File: config.mk
export PLATFORM = sky130hd
export DESIGN_NAME = key_stream_tx
export DESIGN_NICKNAME = d
export VERILOG_FILES = /design/src/rtl/key_pkg.sv /design/src/rtl/key_stream_tx.sv
export SDC_FILE = /design/constraint.sdc
export NUM_CORES = 2
export LEC_CHECK = 0
export BUFFER_PORTS_ARGS = -buffer_cell sky130_fd_sc_hd__buf_4
export CORE_AREA = 10 10 296 298
export DETAILED_ROUTE_END_ITERATION = 12
export DIE_AREA = 0 0 306 308
export PLACE_DENSITY = 0.79
export SLEW_MARGIN = 20
export SYNTH_ARGS = -nofsm -noshare
export SYNTH_HDL_FRONTEND = slang
export SYNTH_SLANG_ARGS = --single-unit
File: constraint.sdc
create_clock -name clk -period 2.1 [get_ports clk]
set_input_delay 0.42 -clock clk [delete_from_list [all_inputs] [get_ports clk]]
set_output_delay 0.42 -clock clk [all_outputs]
set_load 0.01 [all_outputs]
File: src/rtl/key_pkg.sv
// Shared constants, FSM state type and checksum fold for the round-key stream transmitter.
package key_pkg;

  localparam int DEF_ROUND    = 5;
  localparam int DEF_KEY_SIZE = 128;
  localparam int DEF_CNT_W    = $clog2(DEF_ROUND + 1);

  typedef enum logic [0:0] {
    IDLE = 1'b0,
    SEND = 1'b1
  } tx_state_t;

  function automatic logic [DEF_KEY_SIZE-1:0] key_xor_fold(
    input logic [DEF_ROUND*DEF_KEY_SIZE-1:0] keys_flat
  );
    logic [DEF_KEY_SIZE-1:0] acc;
    acc = '0;
    for (int i = 0; i < DEF_ROUND; i++) begin
      acc = acc ^ keys_flat[i*DEF_KEY_SIZE +: DEF_KEY_SIZE];
    end
    return acc;
  endfunction

endpackage

File: src/rtl/key_stream_tx.sv
// Captures a parallel round-key bundle and streams it K0-first on tvalid/tready/tlast.
// Optional macro KEY_TX_CHECKSUM_EN appends an XOR-of-all-keys beat after the last key.
module key_stream_tx
  import key_pkg::*;
#(
  parameter int ROUND    = DEF_ROUND,
  parameter int KEY_SIZE = DEF_KEY_SIZE,
  parameter int CNT_W    = DEF_CNT_W
) (
  input  logic                      clk,
  input  logic                      reset_n,
  input  logic                      in_valid,
  output logic                      in_ready,
  input  logic [ROUND*KEY_SIZE-1:0] keys_flat,
  output logic                      tvalid,
  input  logic                      tready,
  output logic [KEY_SIZE-1:0]       tdata,
  output logic                      tlast,
  output logic                      busy,
  output logic                      done
);

`ifdef KEY_TX_CHECKSUM_EN
  localparam int LAST = ROUND;
`else
  localparam int LAST = ROUND - 1;
`endif
  localparam logic [CNT_W-1:0] LAST_IDX = CNT_W'(LAST);

  tx_state_t           state_q, state_d;
  logic [CNT_W-1:0]    idx_q, idx_d, idx_inc;
  logic [KEY_SIZE-1:0] keys_q [ROUND];
  logic [KEY_SIZE-1:0] keys_d [ROUND];
  logic [KEY_SIZE-1:0] in_words [ROUND];
  logic [KEY_SIZE-1:0] tdata_q, tdata_d, next_word;
  logic                tvalid_q, tvalid_d;
  logic                tlast_q, tlast_d;
  logic                busy_q, busy_d;
  logic                done_q, done_d;
`ifdef KEY_TX_CHECKSUM_EN
  logic [KEY_SIZE-1:0] csum_q, csum_d;
`endif

  generate
    for (genvar gi = 0; gi < ROUND; gi++) begin : g_unpack
      assign in_words[gi] = keys_flat[gi*KEY_SIZE +: KEY_SIZE];
    end
  endgenerate

  assign idx_inc = idx_q + 1'b1;

  // Word for the following beat; the explicit compare keeps stale slots unreachable.
  always_comb begin
    next_word = '0;
    for (int i = 0; i < ROUND; i++) begin
      if (idx_inc == CNT_W'(i)) next_word = keys_q[i];
    end
`ifdef KEY_TX_CHECKSUM_EN
    if (idx_inc == LAST_IDX) next_word = csum_q;
`endif
  end

  always_comb begin
    state_d  = state_q;
    idx_d    = idx_q;
    keys_d   = keys_q;
    tdata_d  = tdata_q;
    tvalid_d = tvalid_q;
    tlast_d  = tlast_q;
    busy_d   = busy_q;
    done_d   = 1'b0;
`ifdef KEY_TX_CHECKSUM_EN
    csum_d   = csum_q;
`endif
    case (state_q)
      IDLE: begin
        if (in_valid) begin
          keys_d   = in_words;
`ifdef KEY_TX_CHECKSUM_EN
          csum_d   = key_xor_fold(keys_flat);
`endif
          idx_d    = '0;
          state_d  = SEND;
          tvalid_d = 1'b1;
          busy_d   = 1'b1;
          tdata_d  = in_words[0];
          tlast_d  = (LAST_IDX == '0);
        end
      end
      SEND: begin
        if (tready) begin
          if (idx_q == LAST_IDX) begin
            state_d  = IDLE;
            tvalid_d = 1'b0;
            busy_d   = 1'b0;
            tdata_d  = '0;
            tlast_d  = 1'b0;
            done_d   = 1'b1;
          end else begin
            idx_d   = idx_inc;
            tdata_d = next_word;
            tlast_d = (idx_inc == LAST_IDX);
          end
        end
      end
      default: state_d = IDLE;
    endcase
  end

  always_ff @(posedge clk or negedge reset_n) begin
    if (!reset_n) begin
      state_q  <= IDLE;
      idx_q    <= '0;
      keys_q   <= '{default: '0};
      tdata_q  <= '0;
      tvalid_q <= 1'b0;
      tlast_q  <= 1'b0;
      busy_q   <= 1'b0;
      done_q   <= 1'b0;
`ifdef KEY_TX_CHECKSUM_EN
      csum_q   <= '0;
`endif
    end else begin
      state_q  <= state_d;
      idx_q    <= idx_d;
      keys_q   <= keys_d;
      tdata_q  <= tdata_d;
      tvalid_q <= tvalid_d;
      tlast_q  <= tlast_d;
      busy_q   <= busy_d;
      done_q   <= done_d;
`ifdef KEY_TX_CHECKSUM_EN
      csum_q   <= csum_d;
`endif
    end
  end

  assign in_ready = (state_q == IDLE);
  assign tvalid   = tvalid_q;
  assign tdata    = tdata_q;
  assign tlast    = tlast_q;
  assign busy     = busy_q;
  assign done     = done_q;

endmodule

; ---- After elaboration in Yosys (flattened, before gate mapping)
; Cells that the tools add are included.
[word_totals]
wordCells = 55
out_inout_bits = 133
inputBits = 644
register_bits = 775
[op_classes]
n_bitwise = 1
addsub = 1
n_reduce_logical = 5
n_mux = 28
n_eq_ne = 9
[op_table]
columns = op, n
row1 = 2-to-1 mux 128 bit, 8
row2 = case mux 128 bit (2 select lines), 1
row3 = 2-to-1 mux 1 bit, 12
row4 = 2-to-1 mux 3 bit, 3
row5 = "== test 3 x 2 -> 1 bit, second input constant", 2
row6 = "== test 3 bit, second input constant", 2
row7 = "inequality test 2 bit, second input constant", 3
row8 = case mux 1 bit (2 select lines), 3
row9 = case mux 3 bit (2 select lines), 1
row10 = AND reduction 3 bit, 2
row11 = AND reduction 2 bit, 2
row12 = "adder 3 x 1 -> 3 bit, second input constant", 1
row13 = "== test 3 x 1 -> 1 bit, second input constant", 1
row14 = logical NOT 3 bit, 1
row15 = "inequality test 2 x 1 -> 1 bit, second input constant", 1
row16 = NOT 1 bit, 1

; ---- Depth between registers and ports, before layout
[logic_depth]
depth_word = 10
mapped_depth = 10

; ---- Worst setup path before layout
; No wires, ideal clock.
[synth_timing]
path_kind = register to register
startpoint = reg idx_q[0]
endpoint = reg tdata_q[124], in the netlist tdata[124]
arrival_time_ns = 1.871
setup_ns = 0.104
stages_incl_launch_ff = 11
path_buffers = 4
path_slack_ns = 0.126
period_less_slack_ns = 1.974
cell_sequence = dfrtp_1 > inv_1 > ha_1 > buf_2 > nor2b_1 > buf_2 > buf_4 > buf_2 > a221o_1 > nand3_1 > a221oi_1
[synth_between]
elab_chain_len = 10
elab_cells_between_ends = 15
cone_classes = add/sub (1) / eq/ne (5) / mux (8) / reduce/logical (1)
[synth_rtl]
columns = element, line_no
row1 = from (decl), key_stream_tx.sv:31  ; logic [CNT_W-1:0] idx_q, idx_d, idx_inc;
row2 = from (signal assigned), key_stream_tx.sv:125  ; idx_q <= idx_d;
row3 = adder 3 x 1 -> 3 bit, key_stream_tx.sv:50  ; assign idx_inc = idx_q + 1'b1;
row4 = logical NOT 3 bit, key_stream_tx.sv:56  ; if (idx_inc == CNT_W'(i)) next_word = keys_q[i];
row5 = 2-to-1 mux 128 bit (5 in series), key_stream_tx.sv:56
row6 = 2-to-1 mux 128 bit (*), key_stream_tx.sv:92  ; if (idx_q == LAST_IDX) begin
row7 = 2-to-1 mux 128 bit (*), key_stream_tx.sv:91  ; if (tready) begin
row8 = case mux 128 bit (2 select lines) (*), key_stream_tx.sv:75  ; case (state_q)
row9 = to (signal assigned), key_stream_tx.sv:127  ; tdata_q <= tdata_d;
row10 = to (decl), key_stream_tx.sv:35  ; logic [KEY_SIZE-1:0] tdata_q, tdata_d, next_word;
; Every way passes the cells marked *; elsewhere a longest branch is shown, timed or not. The select of a mux whose other input is x is not followed.
; A chain may end at the register's enable or synchronous reset.

; ---- Worst setup path in the final report
[layout_timing]
startpoint = reg idx_q[1]
endpoint = reg tdata_q[27], in the netlist tdata[27]
; Same word-level chain as after synthesis.

==> metrics.md <==
| Metric | Value |
|---|---|
| Critical Path AT | `2620 ps` |
| Rel. slew slack | `about three fifths` |
| Nets | `between 6000 and 7000` |
| WL/cell | `24.9 um` |
| Switch share | `about two fifths` |
| CTS tree | `done` |
| Routed wire length | `165000 um` |
| Minimum clock period | `approximately 2100 ps` |
| Startpoint Class | `flip-flop` |
| Inserted Clock Buffers | `between 80 and 90` |
| Core ar. | `approximately 0.082 mm2` |
| Yosys reg bits | `roughly 780` |
| Number of synthesized flops with an enable pin | `0` |
| Reg2Reg Depth | `8` |
| # DRC | `0` |
| Share of the synthesized area in the top cell type | `between 50% and 60%` |
| Layout cells sized above 1 | `approximately a fifth` |
| Max-cap violations | `0` |
| Initial Util | `44.1%` |
| GPL Wtd Cong | `slightly above 0.9` |
| Cell taking the most area after synthesis | `dfrtp_1` |
| R2r endpoint | `tdata[27]` |
| Most frequent cells in the layout | `nand2_1, buf_4, dfrtp_1` |
| FF-to-FF Start | `idx_q[1]` |
| Design Area, Final | `0.0526 mm2` |
| Yosys cell types | `31` |
| CP Launch Point | `idx_q[1]` |
| Clock latency on the worst-skew pair | `about 650 ps` |
| Die Area | `between 0.09 and 0.1 mm2` |
| # rows | `around 110` |
| Clock skew | `between 30 and 40 ps` |
| Prevailing post-synth register cell | `dfrtp_1` |
| Setup ws final | `just over 20 ps` |
| Number of global-route vias before repair | `a little over 40000` |
| Tcrit/Tclk final | `between 90% and 100%` |
| Routed vias/inst | `5.98` |
| Die height | `between 300 and 400 um` |
| Area delta synth->final | `46.2%` |
| Clock power share | `about a fifth` |
| Root buffer cell | `clkbuf_16` |
| Status | `completed` |
| IO Count | `about 800` |
| Switch Pwr | `about 0.032 W` |
| WHS Path Cells | `3` |
| Final core occ | `about 65%` |
| Worst slew pin tran | `around 600 ps` |
| Synth async-reset ratio | `100%` |
| Peak Freq | `approximately 0.48 GHz` |
| Int Pwr | `around 0.045 W` |
| Post-synthesis instance area | `0.0360 mm2` |
| First-pass GRT wire length | `between 200000 and 250000 um` |
| Part of the Yosys area used for sequential elements | `between 50% and 60%` |
| Antenna violations before repair | `27` |
| CP Class | `reg2reg` |
| Synth warn | `0` |
| CP max FO | `14` |
| Synth area leaders | `dfrtp_1, nand2_1, o21ai_0, a221o_1, o211a_1` |
| HP Start | `keys_flat[470]` |
| LEAKAGE | `between 20 and 30 nW` |
| CP endpoint kind | `flip-flop` |
| Clk slew on worst S/H paths | `roughly 60 ps` |
| Total gr overflow | `0` |
| Mapped Cells | `roughly 4200` |
| Worst IR drop on VDD | `between 1 and 1.5 mV` |
| DP Area | `about 0.044 mm2` |
| Gate power share | `between 40% and 50%` |
| Vias | `slightly below 40000` |
| IO buf count | `around 780` |
| Reg2reg setup slack | `between 20 and 25 ps` |
| Worst Hold Path EP | `keys_q[214]` |
| Largest net degree at the start of global routing | `between 100 and 150` |
| Critical Path RT | `~2600 ps` |
| Pre-CTS setup slack | `about 15 ps` |
| Fin. Hold Viols | `0` |
| Htree depth | `3` |
| Die W | `306 um` |
| Most common cell after layout, fill and taps aside | `nand2_1` |
| Fill cell count | `between 5000 and 6000` |
| Gr usage total | `about a third` |
| Pre-Repair DR Iteration Count | `8` |
| Hpwl dp | `about 100000 um` |
| Final Setup Violations | `0` |
| Slew Limit Fails | `0` |
| Pwr dens | `1460 mW/mm2` |
| Seq pwr share | `35.1%` |
| Max Buffers Root-to-Sink | `3` |
| Final hold slack | `around 12 ps` |
| Syn_nets | `between 4000 and 5000` |
| Routed Antenna Nets | `0` |
| Clk sinks | `775` |
| Mean area per synthesized cell | `approximately 8.5 um2` |
| DRT iter0 DRCs | `roughly 5500` |
| Hold WC Path Type | `in2reg` |
[how the worst max path moves through the flow]
stage                      end  slack [ps]  cells past startpoint
floorplan           tdata[124]         130                     10
global placement     tdata[85]          70                      8
detailed placement   tdata[85]          10                      8
CTS                 tdata[112]          10                      6
global route          tdata[3]          -3                      8
finish               tdata[27]          20                      8
[power by group through the flow]
stage	registers [W]	logic, W	clock network, W
6_report	0.0269	0.0341	0.0157
5_1_grt	0.0274	0.0365	0.0163
4_1_cts	0.0264	0.0324	0.0157
3_5_place_dp	0.0265	0.0313	0
3_3_place_gp	0.0264	0.0303	0
2_1_floorplan	0.0253	0.0182	0
[Yosys cell counts, types with 3 or more instances]
library cell,count
nand2_1,2055
dfrtp_1,775
o21ai_0,258
clkbuf_1,222
nor2_1,132
nand2b_1,128
a221o_1,127
nand3_1,127
o211a_1,127
buf_2,94
a221oi_2,70
a221oi_1,57
buf_1,8
ha_1,5
a21oi_1,4
inv_1,4
buf_4,3
nor2b_1,3
[worst max-delay path, cell delays in order, from the launching register on]
cell,delay (ps)
dfrtp_2,440
inv_1,120
buf_4,140
ha_4,220
buf_12,190
buf_4,190
a221o_1,130
nand3_1,150
a221oi_2,380
[cells by family after synthesis]
group	Yosys count	synth area share, %
AND/OR/NAND/NOR	2450	26.9
flip-flops	775	53.9
AO/OA/AOI/OAI	649	15.1
buffers and inverters	331	3.81
adder cells (fa/ha/maj)	5	0.174
XOR/XNOR	1	0.0452
multiplexers	1	0.0278
[timing repair]
action                                  4_1_cts  5_1_grt
setup buffers                                 0        2
hold buffers                                531        2
endpoints found under the setup margin        2       84
resized for setup                             1       12
hold endpoints to repair                    540        2
pin swaps                                     1        0
[registers in the layout, summed over array words and instances (netlist names)]
signal	count
busy	1
done	1
idx_q	3
keys_q	640
state_q	1
tdata	128
tlast	1
[layer usage]
metal  vias up  global-route usage, %  wire length, um
li1      16400                      -                -
met1     18800                   39.1            56000
met2      3403                   53.0            74200
met3       999                   12.3            21100
met4        12                   23.7            13900
met5         -                      0               84
[cell type report]
type	count	area (um2)	share of cell area (%)
antenna	27	67.6	0.128
multi-input combinational	3106	15400	29.2
tap	1070	1340	2.54
inverter	4	15.0	0.0285
timing repair buffer	1492	13500	25.7
clock buffer	123	2440	4.64
sequential	775	19400	36.8
clock inverter	33	458	0.870
[stage by stage]
stage / std cells / power, W / setup TNS [ps]
finish: 6630 / 0.0767 / 0
floorplan: 4212 / 0.0435 / 0
detailed placement: 5912 / 0.0578 / 0
global route: 6622 / 0.0803 / -3.82
CTS: 6599 / 0.0745 / 0
global placement: 5912 / 0.0567 / 0
Power figures use the tool's default switching activity.
